## config.mk

```make
export PLATFORM = sky130hd
export DESIGN_NAME = i2s_ctrl
export DESIGN_NICKNAME = d
export VERILOG_FILES = /design/src/rtl/i2s_pkg.sv /design/src/rtl/i2s_clkgen.sv /design/src/rtl/i2s_ctrl.sv
export SDC_FILE = /design/constraint.sdc
export NUM_CORES = 1
export LEC_CHECK = 0
export ABC_CLOCK_PERIOD_IN_PS = 6350
export CORE_MARGIN = 4
export CORE_UTILIZATION = 55
export DETAILED_ROUTE_END_ITERATION = 16
export PLACE_DENSITY = 0.75
export SYNTH_ARGS = -nofsm -noshare
export SYNTH_HDL_FRONTEND = slang
export SYNTH_SLANG_ARGS = --single-unit
export TNS_END_PERCENT = 10
```

## constraint.sdc

```tcl
create_clock -name clk -period 6.35 [get_ports clk]
set_input_delay 1.27 -clock clk [delete_from_list [all_inputs] [get_ports clk]]
set_output_delay 1.27 -clock clk [all_outputs]
set_load 0.1 [all_outputs]
```

## src/rtl/i2s_pkg.sv

```systemverilog
// Shared I2S definitions: controller state encoding and frame geometry.
// Imported by i2s_ctrl, i2s_clkgen and i2s_rx.
package i2s_pkg;

    typedef enum logic [2:0] {
        ST_IDLE   = 3'd0,
        ST_RESET  = 3'd1,
        ST_SETTLE = 3'd2,
        ST_WARMUP = 3'd3,
        ST_RUN    = 3'd4
    } i2s_ctrl_state_t;

    localparam int I2S_FRAME_BITS = 64;
    localparam int I2S_CH_BITS    = 32;

    function automatic int max2(input int a, input int b);
        return (a > b) ? a : b;
    endfunction

endpackage

```

## src/rtl/i2s_clkgen.sv

```systemverilog
// I2S bit/word clock generator: sclk, lrck and frame_start from clk.
// Ports: clk, rst (sync, active-high), run (low = hold cleared),
//        sclk, lrck, frame_start (all registered).
module i2s_clkgen
    import i2s_pkg::*;
#(
    parameter int SCLK_DIV   = 2,
    parameter int FRAME_BITS = I2S_FRAME_BITS
) (
    input  logic clk,
    input  logic rst,
    input  logic run,
    output logic sclk,
    output logic lrck,
    output logic frame_start
);

    localparam int DW = (SCLK_DIV > 1) ? $clog2(SCLK_DIV) : 1;
    localparam int BW = $clog2(FRAME_BITS);

    localparam logic [DW-1:0] DIV_LAST = DW'(SCLK_DIV - 1);
    localparam logic [BW-1:0] BIT_LAST = BW'(FRAME_BITS - 1);
    localparam logic [BW-1:0] BIT_HALF = BW'(FRAME_BITS / 2);

    logic [DW-1:0] div_cnt;
    logic [BW-1:0] bit_cnt;
    logic [BW-1:0] bit_nxt;

    assign bit_nxt = (bit_cnt == BIT_LAST) ? '0 : bit_cnt + BW'(1);

    always_ff @(posedge clk) begin
        if (rst || !run) begin
            div_cnt     <= '0;
            bit_cnt     <= '0;
            sclk        <= 1'b0;
            lrck        <= 1'b0;
            frame_start <= 1'b0;
        end else begin
            frame_start <= 1'b0;
            if (div_cnt == DIV_LAST) begin
                div_cnt <= '0;
                sclk    <= ~sclk;
                // Falling edge: advance the bit and move lrck here so it
                // is stable at the next rising edge where i2s_rx samples.
                if (sclk) begin
                    bit_cnt     <= bit_nxt;
                    lrck        <= (bit_nxt >= BIT_HALF);
                    frame_start <= (bit_nxt == '0);
                end
            end else begin
                div_cnt <= div_cnt + DW'(1);
            end
        end
    end

endmodule

```

## src/rtl/i2s_ctrl.sv

```systemverilog
// I2S receive-path controller: codec power-up sequencing and clock run gate.
// Ports: clk, rst (sync, active-high), enable; codec_rst_n, sclk, lrck,
//        frame_start, rx_en, state_o (all registered).
module i2s_ctrl
    import i2s_pkg::*;
#(
    parameter int SCLK_DIV       = 2,
    parameter int FRAME_BITS     = I2S_FRAME_BITS,
    parameter int RST_CYCLES     = 1024,
    parameter int SETTLE_CYCLES  = 65536,
    parameter int DISCARD_FRAMES = 4
) (
    input  logic       clk,
    input  logic       rst,
    input  logic       enable,
    output logic       codec_rst_n,
    output logic       sclk,
    output logic       lrck,
    output logic       frame_start,
    output logic       rx_en,
    output logic [2:0] state_o
);

    localparam int TW = $clog2(max2(RST_CYCLES, SETTLE_CYCLES) + 1);
    localparam int FW = (DISCARD_FRAMES > 0) ? $clog2(DISCARD_FRAMES + 1) : 1;

    i2s_ctrl_state_t state;
    logic [TW-1:0]   timer;
    logic [FW-1:0]   frame_cnt;

    logic clocks_on;
    logic go_idle;
    logic cg_run;
    logic rst_done;
    logic settle_done;
    logic discard_done;

    assign clocks_on = (state == ST_WARMUP) || (state == ST_RUN);

    // RESET/SETTLE abort at once; WARMUP/RUN stop only at a frame
    // boundary so the codec never sees a partial frame.
    assign go_idle = !enable &&
                     (((state == ST_RESET) || (state == ST_SETTLE)) ||
                      (clocks_on && frame_start));

    // Combinational gate so the generator clears on the same edge the
    // FSM leaves WARMUP/RUN, instead of emitting one extra divider step.
    assign cg_run = clocks_on && !go_idle;

    assign rst_done     = (int'(timer) + 1 >= RST_CYCLES);
    assign settle_done  = (int'(timer) + 1 >= SETTLE_CYCLES);
    assign discard_done = (int'(frame_cnt) + 1 >= DISCARD_FRAMES);

    assign state_o = state;

    i2s_clkgen #(
        .SCLK_DIV   (SCLK_DIV),
        .FRAME_BITS (FRAME_BITS)
    ) u_clkgen (
        .clk         (clk),
        .rst         (rst),
        .run         (cg_run),
        .sclk        (sclk),
        .lrck        (lrck),
        .frame_start (frame_start)
    );

    always_ff @(posedge clk) begin
        if (rst || go_idle) begin
            state       <= ST_IDLE;
            timer       <= '0;
            frame_cnt   <= '0;
            codec_rst_n <= 1'b0;
            rx_en       <= 1'b0;
        end else begin
            unique case (state)
                ST_IDLE: begin
                    if (enable) begin
                        state <= ST_RESET;
                        timer <= '0;
                    end
                end
                ST_RESET: begin
                    if (rst_done) begin
                        state       <= ST_SETTLE;
                        timer       <= '0;
                        codec_rst_n <= 1'b1;
                    end else begin
                        timer <= timer + TW'(1);
                    end
                end
                ST_SETTLE: begin
                    if (settle_done) begin
                        state     <= ST_WARMUP;
                        timer     <= '0;
                        frame_cnt <= '0;
                    end else begin
                        timer <= timer + TW'(1);
                    end
                end
                ST_WARMUP: begin
                    if (frame_start) begin
                        if (discard_done) begin
                            state     <= ST_RUN;
                            frame_cnt <= '0;
                            rx_en     <= 1'b1;
                        end else begin
                            frame_cnt <= frame_cnt + FW'(1);
                        end
                    end
                end
                ST_RUN: begin
                    rx_en <= 1'b1;
                end
                default: begin
                    state       <= ST_IDLE;
                    timer       <= '0;
                    frame_cnt   <= '0;
                    codec_rst_n <= 1'b0;
                    rx_en       <= 1'b0;
                end
            endcase
        end
    end

endmodule
```

Word-level counts from Yosys, hierarchy flattened
Index checks and enable logic that the tools add are counted.
{ "totals": {"regBits": 35, "latchBits": 0, "ramBits": 0, "rom_bits": 0, "inputBits": 3, "out_inout_bits": 8, "wordCells": 82, "memories": 0} }
{ "classes": {"n_addsub": 6, "multipliers": 0, "n_div": 0, "n_lt_le_gt_ge": 4, "eq_ne": 10, "shifts": 0, "mux": 20, "bitwise_logic": 7, "reduce_logical": 25} }
{ "ops": {"columns": ["op", "n"], "rows": [
  ["one-hot mux 17 bit (4 select lines)", 1],
  ["2-to-1 mux 17 bit", 3],
  ["greater-or-equal comparator 32 x 12 -> 1 bit (second input constant)", 1],
  ["2-to-1 mux 3 bit", 8],
  ["adder 17 x 1 -> 18 bit (second input constant)", 1],
  ["greater-or-equal comparator 18 x 17 -> 1 bit (second input constant)", 1],
  ["adder 17 x 1 -> 17 bit (second input constant)", 1],
  ["one-hot mux 3 bit (5 select lines)", 1],
  ["one-hot mux 3 bit (3 select lines)", 1],
  ["OR reduction 3 bit", 3],
  ["inequality test 2 bit (second input constant)", 4],
  ["inverter 1 bit", 7],
  ["adder 6 x 1 -> 6 bit (second input constant)", 1],
  ["equality test 3 x 2 -> 1 bit (second input constant)", 2],
  ["equality test 6 bit (second input constant)", 1],
  ["greater-or-equal comparator 6 bit (second input constant)", 1],
  ["zero test 6 bit", 1],
  ["2-to-1 mux 6 bit", 1],
  ["AND reduction 2 bit", 3],
  ["AND reduction 3 bit", 2],
  ["AND reduction 6 bit", 1],
  ["logical OR 1 bit", 5],
  ["adder 3 x 1 -> 4 bit (second input constant)", 1],
  ["greater-or-equal comparator 4 x 3 -> 1 bit (second input constant)", 1],
  ["other kinds (13)", 20]
]} }

Logic depth before layout (Yosys ltp)
Gate-level depths: netlist (run 1).
{ "depth": {"ltp_word": 10, "mapped_depth": 10} }

Modules after synthesis
From an unflattened synthesis (run 1), not the netlist that was laid out.
{ "hier_totals": {"hier_cells": 246, "area_unflattened_um2": 2003.2} }
{ "modules_own_cells": {"columns": ["module", "instances", "cells_per_inst", "area_per_inst_um2", "seq_area_each_um2"], "rows": [
  ["i2s_ctrl", 1, 195, 1562.7, 500.5],
  ["i2s_clkgen", 1, 51, 440.4, 200.2]
]} }

Worst setup path before layout (run 1)
Ideal clock, no wire load.
{ "synth_timing": {"kind": "flip-flop to flip-flop", "startpoint": "register state[1] (netlist: state_o[1])", "endpoint": "register timer[9]", "setup_ns": 0.073, "arrival_ns": 2.640, "required_ns": 6.277, "setup_slack_ns": 3.636, "path_stages_with_launch": 11, "path_buffers": 3, "cell_sequence": "dfxtp_1 -> buf_2 -> nor2_1 -> nand3_1 -> o31ai_1 -> a21o_1 -> clkbuf_1 -> a21oi_1 -> clkbuf_1 -> nand2_1 -> o211ai_2"} }
{ "synth_via": {"elab_chain_cells": 6} }
{ "synth_lines": {"columns": ["item", "line_no", "source"], "rows": [
  ["from (decl)", "i2s_ctrl.sv:27", "i2s_ctrl_state_t state;"],
  ["from (signal assigned)", "i2s_ctrl.sv:70", "state <= ST_IDLE;"],
  ["from (signal assigned)", "i2s_ctrl.sv:79", "state <= ST_RESET;"],
  ["from (signal assigned)", "i2s_ctrl.sv:85", "state <= ST_SETTLE;"],
  ["branches (longest 6 deep; another with one-hot mux 17 bit (4 select lines))", null, null],
  ["to (signal assigned)", "i2s_ctrl.sv:89", "timer <= timer + TW'(1);"],
  ["to (signal assigned)", "i2s_ctrl.sv:98", "timer <= timer + TW'(1);"],
  ["to (decl)", "i2s_ctrl.sv:28", "logic [TW-1:0] timer;"]
]} }
Parallel ways; which one is timed is not known.
A chain may end at the register's enable or synchronous reset.

Worst setup path in the final report (run 1)
{ "layout_timing": {"startpoint": "register state[0] (netlist: state_o[0])", "endpoint": "output port state_o[0]"} }
{ "layout_rtl": {"columns": ["item", "line_no", "source"], "rows": [
  ["to (decl)", "i2s_ctrl.sv:21", "output logic [2:0] state_o"]
]} }
No word-level cell between the ends.

==> results of run 1 <==
==> per-stage QoR <==
stage / hold slack [ps] / setup WS, ps / cells / util (%)
finish: 448.1 / 2947 / 312 / 65.01
detailed placement: 439.1 / 3032 / 304 / 62.01
global placement: 436.3 / 3051 / 304 / 62.01
CTS: 449.9 / 2931 / 312 / 65.01
floorplan: 423.3 / 3636 / 258 / -
global route: 485.7 / 2858 / 312 / 65.01
==> Yosys cell counts, types with 2 or more instances <==
cell type	count
sky130_fd_sc_hd__nor2_1	31
sky130_fd_sc_hd__xnor2_1	4
sky130_fd_sc_hd__a21oi_1	12
sky130_fd_sc_hd__buf_6	2
sky130_fd_sc_hd__o2111ai_1	2
sky130_fd_sc_hd__buf_2	5
sky130_fd_sc_hd__xor2_1	4
sky130_fd_sc_hd__nor3_1	3
sky130_fd_sc_hd__nand2b_1	4
sky130_fd_sc_hd__o211ai_1	8
sky130_fd_sc_hd__o21ai_0	11
sky130_fd_sc_hd__nand4_2	2
sky130_fd_sc_hd__and2_1	4
sky130_fd_sc_hd__o31ai_1	3
sky130_fd_sc_hd__and3_1	4
sky130_fd_sc_hd__dfxtp_1	35
sky130_fd_sc_hd__nand4_1	13
sky130_fd_sc_hd__inv_1	4
sky130_fd_sc_hd__nor2b_1	5
sky130_fd_sc_hd__nand3_1	10
sky130_fd_sc_hd__nand3_4	2
sky130_fd_sc_hd__mux2i_1	4
sky130_fd_sc_hd__ha_1	4
sky130_fd_sc_hd__clkbuf_1	4
sky130_fd_sc_hd__a32oi_1	3
sky130_fd_sc_hd__nand2_1	48
==> area by class of cell <==
class | count | share of cell area, %
multi-input cells | 207 | 55.99
flip-flops and latches | 35 | 31.08
repair buffers | 12 | 5.105
clock buffers | 7 | 4.273
well taps | 46 | 2.553
inverters | 4 | 0.6659
clock inverters | 1 | 0.3330
==> per-layer routing <==
metal / up-vias / wire length, um
met5: - / 0
met4: 0 / 63
met3: 8 / 207
met2: 36 / 1892
met1: 831 / 1976
li1: 940 / -
==> sequential cells by signal (all words and copies together) (netlist names) <==
name and cells:
u_clkgen.div_cnt 1, timer 17, state_o 3, rx_en 1, u_clkgen.lrck 1, u_clkgen.sclk 1
u_clkgen.frame_start 1, codec_rst_n 1, frame_cnt 3, u_clkgen.bit_cnt 6
==> kinds of logic after synthesis <==
kind of cell / after synthesis / synth area share, %
buf+inv: 16 / 3.977
flops: 35 / 34.27
xor+xnor: 8 / 3.427
compound gates: 51 / 18.18
fa+ha+maj: 4 / 2.448
mux: 5 / 2.693
simple gates: 139 / 35.01
==> worst paths after layout <==
check / startpoint / to / slack [ps] / cells after the start
max: state_o[0] / state_o[0] / 2950 / 1
min reg2reg: frame_cnt[2] / frame_cnt[2] / 450 / 2
min: frame_cnt[2] / frame_cnt[2] / 450 / 2
max reg2reg: timer[0] / timer[4] / 3500 / 8
==> power by group through the flow <==
stage / combinational (mW) / clock (mW) / sequential, mW
2_1_floorplan: 0.0715 / 0 / 0.263
3_3_place_gp: 0.112 / 0 / 0.243
3_5_place_dp: 0.112 / 0 / 0.243
4_1_cts: 0.112 / 0.186 / 0.237
5_1_grt: 0.122 / 0.196 / 0.239
6_report: 0.112 / 0.179 / 0.238
==> PnR_summary.wiki, run 1 <==
{| class="wikitable"
! Metric !! Value
|-
| Switching power as a share of total power || 32.66%
|-
| Clock tree buffer depth || 2
|-
| Drt via density || 5.817
|-
| Number of placed I/O pins || 11
|-
| Antenna violations before repair || 0
|-
| CTS HTree Levels || 2
|-
| TritonCTS clock tree || built
|-
| Wire per inst || 13.27 um
|-
| Slew at the pin closest to its max-slew limit || 1158 ps
|-
| Die outline width || 68.97 um
|-
| Clock power frac || 33.9%
|-
| Inserted Clock Buffers || 5
|-
| Headroom to the max-slew limit || 22.79%
|-
| Largest vdd supply drop || 0.0001534 V
|-
| Final-stage net count || 272
|-
| Final Max Tran Viols || 0
|-
| Crit path required time || slightly above 5000 ps
|-
| Fin Clk Skew || 2.176 ps
|-
| Most common cell after layout, fill and taps aside || sky130_fd_sc_hd__nand2_1
|-
| Total power consumption of the routed design || approximately 0.53 mW
|-
| Crit path max-delay family || buffers and inverters
|-
| Total via count after detailed routing || 1815
|-
| Syn_area_per_cell || between 7 and 8 um2
|-
| Outcome || finished, final reports clean
|-
| Placed Area || about 2200 um2
|-
| Pre-antenna DRT Iters || 4
|-
| Class of the worst hold path || register to register
|-
| Total power density per cell area || 234.6 nW/um2
|-
| Fin Setup TNS || 0 ps
|-
| Root Driver || sky130_fd_sc_hd__clkbuf_8
|-
| Met1 usage in global routing || 23.62%
|-
| Final HPWL from detailed placement || 2.861 mm
|-
| Number of post-CTS setup repair buffers || 0
|-
| Die Footprint || 4757 um2
|-
| List of cells traversed by the critical path || clkdlybuf4s50_1
|-
| Design area || 2255 um2
|-
| Post-synth EDFFs || 0
|-
| Worst path arrival time || 2130 ps
|-
| Core Box Area || 3468 um2
|-
| Crit share post-route || 53.59%
|-
| Kind of critical path || register to output port
|-
| Final critical path time including I/O delays and setup || 3403 ps
|-
| Post-detailed-route count of antenna-violating nets || 0
|-
| Skew-Pair Late Insertion Delay || 290 ps
|-
| ANT cells || 0
|-
| Synth warn || 0
|-
| GRT overflow || 0
|-
| Async set-or-reset flop fraction in the synthesized netlist || 0%
|-
| Unrepaired setup endpoints after global routing || false
|-
| Total track usage || 19.90%
|-
| Effective utilization at floorplan || about three fifths
|-
| Synth-to-layout area growth || 10.28%
|-
| Met3 track utilization from global routing || 6.807%
|-
| CTS clk-pin slew, worst paths || 70 ps
|-
| Type of element capturing the critical path || output port
|-
| Cell type contributing the most total cell area after synthesis || sky130_fd_sc_hd__dfxtp_1
|-
| Number of global-route vias before repair || roughly 1600
|-
| Storage element area || 700.7 um2
|-
| Max cap viols || 0
|-
| Clock sink count || 35
|-
| Highest-delay cell along the critical path || sky130_fd_sc_hd__clkdlybuf4s50_1
|-
| CP max FO || 14
|-
| Met2 GRT Util || 32.74%
|-
| Remaining DRCs || 0
|-
| Synthesized netlist net count || 265
|-
| Routability-driven placement congestion ratio || 0.8838
|-
| Most frequently used flop master after synthesis || sky130_fd_sc_hd__dfxtp_1
|-
| Hold buffer count at cts || 0
|-
| Largest net degree at the start of global routing || 20
|-
| Share of cells above drive strength 1 || 10.15%
|-
| Most frequent cells in the layout || sky130_fd_sc_hd__nand2_1 (48), sky130_fd_sc_hd__dfxtp_1 (35), sky130_fd_sc_hd__nor2_1 (31)
|-
| Area of the multi-input gates || 1262 um2
|-
| Standby leakage power || 0.8003 nW
|-
| Most heavily used metal layer in global routing || met2
|-
| Final Hold Vio Count || 0
|-
| Total of flip-flops plus latches after synthesis || 35
|-
| Reg power frac || 44.9%
|-
| Final setup vio count || 0
|-
| Post-synth design cell area || about 2000 um2
|-
| Filler Cell Count || about 320
|-
| Share of the yosys chip area belonging to registers || 34.27%
|-
| Largest cells by area after synthesis || sky130_fd_sc_hd__dfxtp_1 (34%), sky130_fd_sc_hd__nand2_1 (8.8%), sky130_fd_sc_hd__nor2_1 (5.7%)
|-
| First DRT Iteration DRCs || approximately 120
|-
| Sort of element at the start of the critical path || register
|-
| Cell-internal power || 0.3561 mW
|-
| Die Y-Extent || ~70 um
|-
| Floorplan row count || 21
|-
| Net load switching power || 0.1727 mW
|-
| Critical path buffer and inverter count || 1
|-
| Relative contribution of combinational cells to total power || a little over a fifth
|-
| Count of distinct cell types in the synthesized netlist || 53
|-
| Maximum operating frequency || 293.9 MHz
|-
| Number of cells upsized or downsized after cts || 0
|-
| Peak per-stage delay on the critical path || 1220 ps
|-
| Count of input and output buffers || 10
|-
| Post-Synthesis Cells || between 200 and 300
|-
| Synth top area share || 34.27%
|-
| First-pass GRT wire length || ~7 mm
|-
| Wire length reported by the detailed router || 4.139 mm
|}
No activity file was read; power rests on OpenSTA's default activity.
==> run 2, diff against run 1 <==
ABC_CLOCK_PERIOD_IN_PS = 2750   (was 6350)
CORE_UTILIZATION = 53   (was 55)
PLACE_DENSITY = 0.76   (was 0.75)
clock period = 2.75 ns   (was 6.35 ns; I/O delays follow)
==> PnR_summary.wiki, run 2 (synthesis results as in run 1) <==
{| class="wikitable"
! Metric !! Value
|-
| Die Y-Extent || 70.11 um
|-
| Antenna violations before repair || 0
|-
| Root Driver || sky130_fd_sc_hd__clkbuf_8
|-
| Worst Hold Margin || about 450 ps
|-
| CTS HTree Levels || 2
|-
| Inserted Clock Buffers || 5
|-
| Effective utilization at floorplan || 55.43%
|-
| GRT overflow || 0
|-
| Clock sink count || 35
|-
| Crit path required time || ~2900 ps
|-
| Fin Clk Skew || approximately 6.6 ps
|-
| Type of element capturing the critical path || register
|-
| Biggest regs || timer: 17 flops, u_clkgen.bit_cnt: 6 flops
|-
| Class of the worst hold path || register to register
|-
| Sort of element at the start of the critical path || register
|-
| Drt via density || approximately 5.7
|-
| Wire per inst || 13.32 um
|-
| Final setup vio count || 0
|-
| Peak per-stage delay on the critical path || roughly 510 ps
|-
| Die Footprint || 4915 um2
|-
| Routability-driven placement congestion ratio || 0.8493
|-
| Fin Setup TNS || 0 ps
|-
| Top register by number of flip-flops || timer
|-
| Core Box Area || 3689 um2
|-
| Standby leakage power || ~0.84 nW
|-
| Max cap viols || 0
|-
| Post-detailed-route count of antenna-violating nets || 0
|-
| Synth-to-layout area growth || 11.63%
|-
| First-pass GRT wire length || roughly 7.4 mm
|-
| Count of input and output buffers || 10
|-
| Final Max Tran Viols || 0
|-
| Clock tree buffer depth || 2
|-
| Largest net degree at the start of global routing || 21
|-
| Final Hold Vio Count || 0
|-
| Total power density per cell area || between 500 and 600 nW/um2
|-
| Number of placed instances with taps included || 309
|-
| Crit share post-route || 90.10%
|-
| ANT cells || 0
|-
| Final-stage net count || 277
|-
| Hold buffer count at cts || 0
|-
| TritonCTS clock tree || built
|-
| Pre-antenna DRT Iters || 4
|-
| Storage element area || 700.7 um2
|-
| CP max FO || 6
|-
| CTS clk-pin slew, worst paths || 70 ps
|-
| Largest vdd supply drop || 0.0003666 V
|-
| Skew-Pair Late Insertion Delay || 290 ps
|-
| Kind of critical path || register to register
|-
| Highest-delay cell along the critical path || sky130_fd_sc_hd__or3_2
|-
| Remaining DRCs || 0
|-
| Number of standard cells in the final layout excluding fillers || 319
|-
| Post-route core utilization || 61.87%
|-
| Headroom to the max-slew limit || 68.35%
|-
| Most frequent cells in the layout || sky130_fd_sc_hd__nand2_1 (48), sky130_fd_sc_hd__dfxtp_1 (35), sky130_fd_sc_hd__nor2_1 (31)
|-
| Number of flip-flops under the largest register name || 17
|-
| Floorplan row count || 22
|-
| Share of cells above drive strength 1 || between 10% and 20%
|-
| Die outline width || around 70 um
|-
| List of cells traversed by the critical path || ha_1 -> nand3_4 -> nor3_2 -> mux2_4 -> o22a_4 -> or3_2 -> o21ai_0 -> a211oi_1
|-
| First DRT Iteration DRCs || 180
|-
| Number of placed I/O pins || 11
|-
| Total track usage || 18.27%
|-
| Number of global-route vias before repair || 1648
|-
| Total via count after detailed routing || about 1800
|-
| Post-Place Worst Slack || 168.3 ps
|-
| Slew at the pin closest to its max-slew limit || 474.1 ps
|-
| Area of the multi-input gates || 1262 um2
|-
| Number of cells upsized or downsized after cts || 0
|-
| Filler Cell Count || 347
|-
| Final Worst Setup Slack || about 270 ps
|-
| Worst path arrival time || 2640 ps
|-
| Outcome || finished, final reports clean
|-
| Maximum operating frequency || 403.6 MHz
|-
| Most common cell after layout, fill and taps aside || sky130_fd_sc_hd__nand2_1
|-
| Final critical path time including I/O delays and setup || 2478 ps
|-
| Wire length reported by the detailed router || 4.250 mm
|-
| Final HPWL from detailed placement || 2.950 mm
|-
| Unrepaired setup endpoints after global routing || false
|}
==> run 2: cell count changes in the layout (fill, tap and decap cells not counted) <==
| cell | change |
|---|---|
| sky130_fd_sc_hd__clkbuf_8 | -1 |
| sky130_fd_sc_hd__clkinv_4 | +1 |
| sky130_fd_sc_hd__clkdlybuf4s50_1 | -8 |
| sky130_fd_sc_hd__buf_4 | +12 |
| sky130_fd_sc_hd__buf_12 | +1 |
==> run 2: worst paths after layout <==
kind	from	end	slack, ps	depth (start not counted)
max reg2reg	timer[0]	state_o[1]	270	8
min	frame_cnt[2]	frame_cnt[2]	450	2
max	timer[0]	state_o[1]	270	8
min reg2reg	frame_cnt[2]	frame_cnt[2]	450	2
==> run 2: cell type report <==
type                            instances  area share [%]
Inverter                                4          0.6579
Clock buffer                            6           3.618
Sequential cell                        35           30.70
Multi-Input combinational cell        207           55.32
Clock inverter                          2          0.7127
Tap cell                               48           2.632
Timing Repair Buffer                   17           6.360
==> run 2: power breakdown <==
part	switching (mW)	internal (mW)	total [mW]	leakage, nW
registers	0.0282	0.520	0.549	0.282
logic	0.191	0.107	0.298	0.514
clock network	0.199	0.204	0.404	0.0474
==> run 2: critical path: cells and delay by family, from the launching register on <==
kind                       cells  cell delay, ps
AOI/OAI and AO/OA              3             510
adders and majority gates      1             270
DFF                            1             410
muxes                          1             330
and+or+nand+nor                3             840
==> run 2: repair_timing <==
| item | CTS | global route |
|---|---|---|
| setup buffers | 0 | 2 |
| setup endpoints to repair | 0 | 3 |
| hold endpoints to repair | 0 | 0 |
==> run 2: metrics by stage <==
step                power, mW  cell area, um2
global placement       0.8377            2168
finish                  1.251            2282
global route            1.313            2282
CTS                     1.247            2267
floorplan              0.7730            2044
detailed placement     0.8404            2168
==> run 2: layer usage <==
metal | track usage, % | wire [um] | vias to the layer above
met4 | 8.085 | 90 | 0
met2 | 29.07 | 1949 | 25
met3 | 4.173 | 113 | 10
met1 | 23.48 | 2096 | 842
li1 | - | - | 947
met5 | 0 | 0 | -
==> edit (config.mk and constraints of run 1) <==
`SETTLE_CYCLES`: 65536 -> 131072.
--- a/src/rtl/i2s_ctrl.sv
+++ b/src/rtl/i2s_ctrl.sv
@@ -7,7 +7,7 @@
     parameter int SCLK_DIV       = 2,
     parameter int FRAME_BITS     = I2S_FRAME_BITS,
     parameter int RST_CYCLES     = 1024,
-    parameter int SETTLE_CYCLES  = 65536,
+    parameter int SETTLE_CYCLES  = 131072,
     parameter int DISCARD_FRAMES = 4
 ) (
     input  logic       clk,
Behaviour: same outputs for any inputs over 10 cycles, from zero or initial values; that may be too few to reach the edited logic, so the function may still have changed.
==> edit against run 1 <==
- routed wire length down 2.6%
- sequential cell count grew 1
- highest routed layer unchanged
- critical path type unchanged
- power increased by 5.1%
- utilization shrank 0.61 points
- final area decreased by 2.4%
- register-to-register slack worse by 330 ps
- synthesized area is 2.1% lower
- synthesized cell count unchanged
- worst setup slack got worse by 31 ps
==> edit: results (changes against run 1) <==
IR Drop Worst-Case VDD=0.000144 V (-5.8%); WP data arrival=2160 ps (+30 ps); Root Driver=sky130_fd_sc_hd__clkbuf_4; instance area at placement=2100 um2 (-2.2%); Inst Count DP=305 (+0.33%); leak pwr=0.751 nW (-6.1%); pre-CTS setup slack=2770 ps (-261 ps); clock insertion delay at the later pin of the skew report=340 ps (+50 ps); ratio of final minimum period to clock period=54.1% (+0.49 points); Worst-Margin Slew=984 ps (-174 ps); clock slew at the register clock pins of the worst setup and hold paths=110 ps (+40 ps); switching share of power=32.6% (-0.033 points); hold path endpoint=timer[17]; largest registers=timer (18), u_clkgen.bit_cnt (6); mean area per synthesized cell=7.75 um2 (-2.1%); amount of wire on met2 after detailed routing=1.79 mm (-5.2%); parity-gate share of the synthesized area counting xor and xnor cells=3.94% (+0.51 points); Synth top cells by count=sky130_fd_sc_hd__nor2_1, sky130_fd_sc_hd__dfxtp_1, sky130_fd_sc_hd__nand2_1; R2R Setup Slk=3170 ps (-330 ps); clock skew=9.36 ps (+7.18 ps); Seq. pwr=0.249 mW (+5%); synthesized-area fraction occupied by ao, oa, aoi and oai cells=20.0% (+1.8 points); global-route wire length before repair=6.96 mm (-1.2%); GR met3 Demand/Resource=5.25% (-1.6 points); total via count after detailed routing=1799 (-0.88%); minimum hold slack=474 ps (+25.7 ps); arithmetic-cell share of the synthesized area counting full adders, half adders and majority gates=2.50% (+0.054 points); largest cells by area after synthesis=sky130_fd_sc_hd__dfxtp_1, sky130_fd_sc_hd__nor2_1, sky130_fd_sc_hd__nand2_1, sky130_fd_sc_hd__a21oi_1, sky130_fd_sc_hd__nand3_1; fraction of met2 tracks used by global routing=30.1% (-2.7 points); outcome=complete, no violations; NetSw=0.181 mW (+5.0%); final std cells w/o fill=313 (+0.32%)
[edit: cell count changes after synthesis, moves of 5 or more]
cell                              run 1  this run
sky130_fd_sc_hd__a21oi_1             12        21
sky130_fd_sc_hd__nand2_1             48        33
sky130_fd_sc_hd__nand4_1             13         4
sky130_fd_sc_hd__o21ai_1              0         5
sky130_fd_sc_hd__a31oi_1              1         9
sky130_fd_sc_hd__o211ai_1             8         1
sky130_fd_sc_hd__nor2_1              31        38
sky130_fd_sc_hd__nand3_1             10        18
[edit: layout make-up]
class / instances / area [um2] / share of cell area (%)
clock inverter: 1 / 30.0 / 1.37
inverter: 8 / 30.0 / 1.37
tap: 46 / 57.6 / 2.62
clock buffer: 7 / 65.1 / 2.96
sequential: 36 / 721 / 32.8
multi-input combinational: 205 / 1200 / 54.4
timing repair buffer: 10 / 100 / 4.55
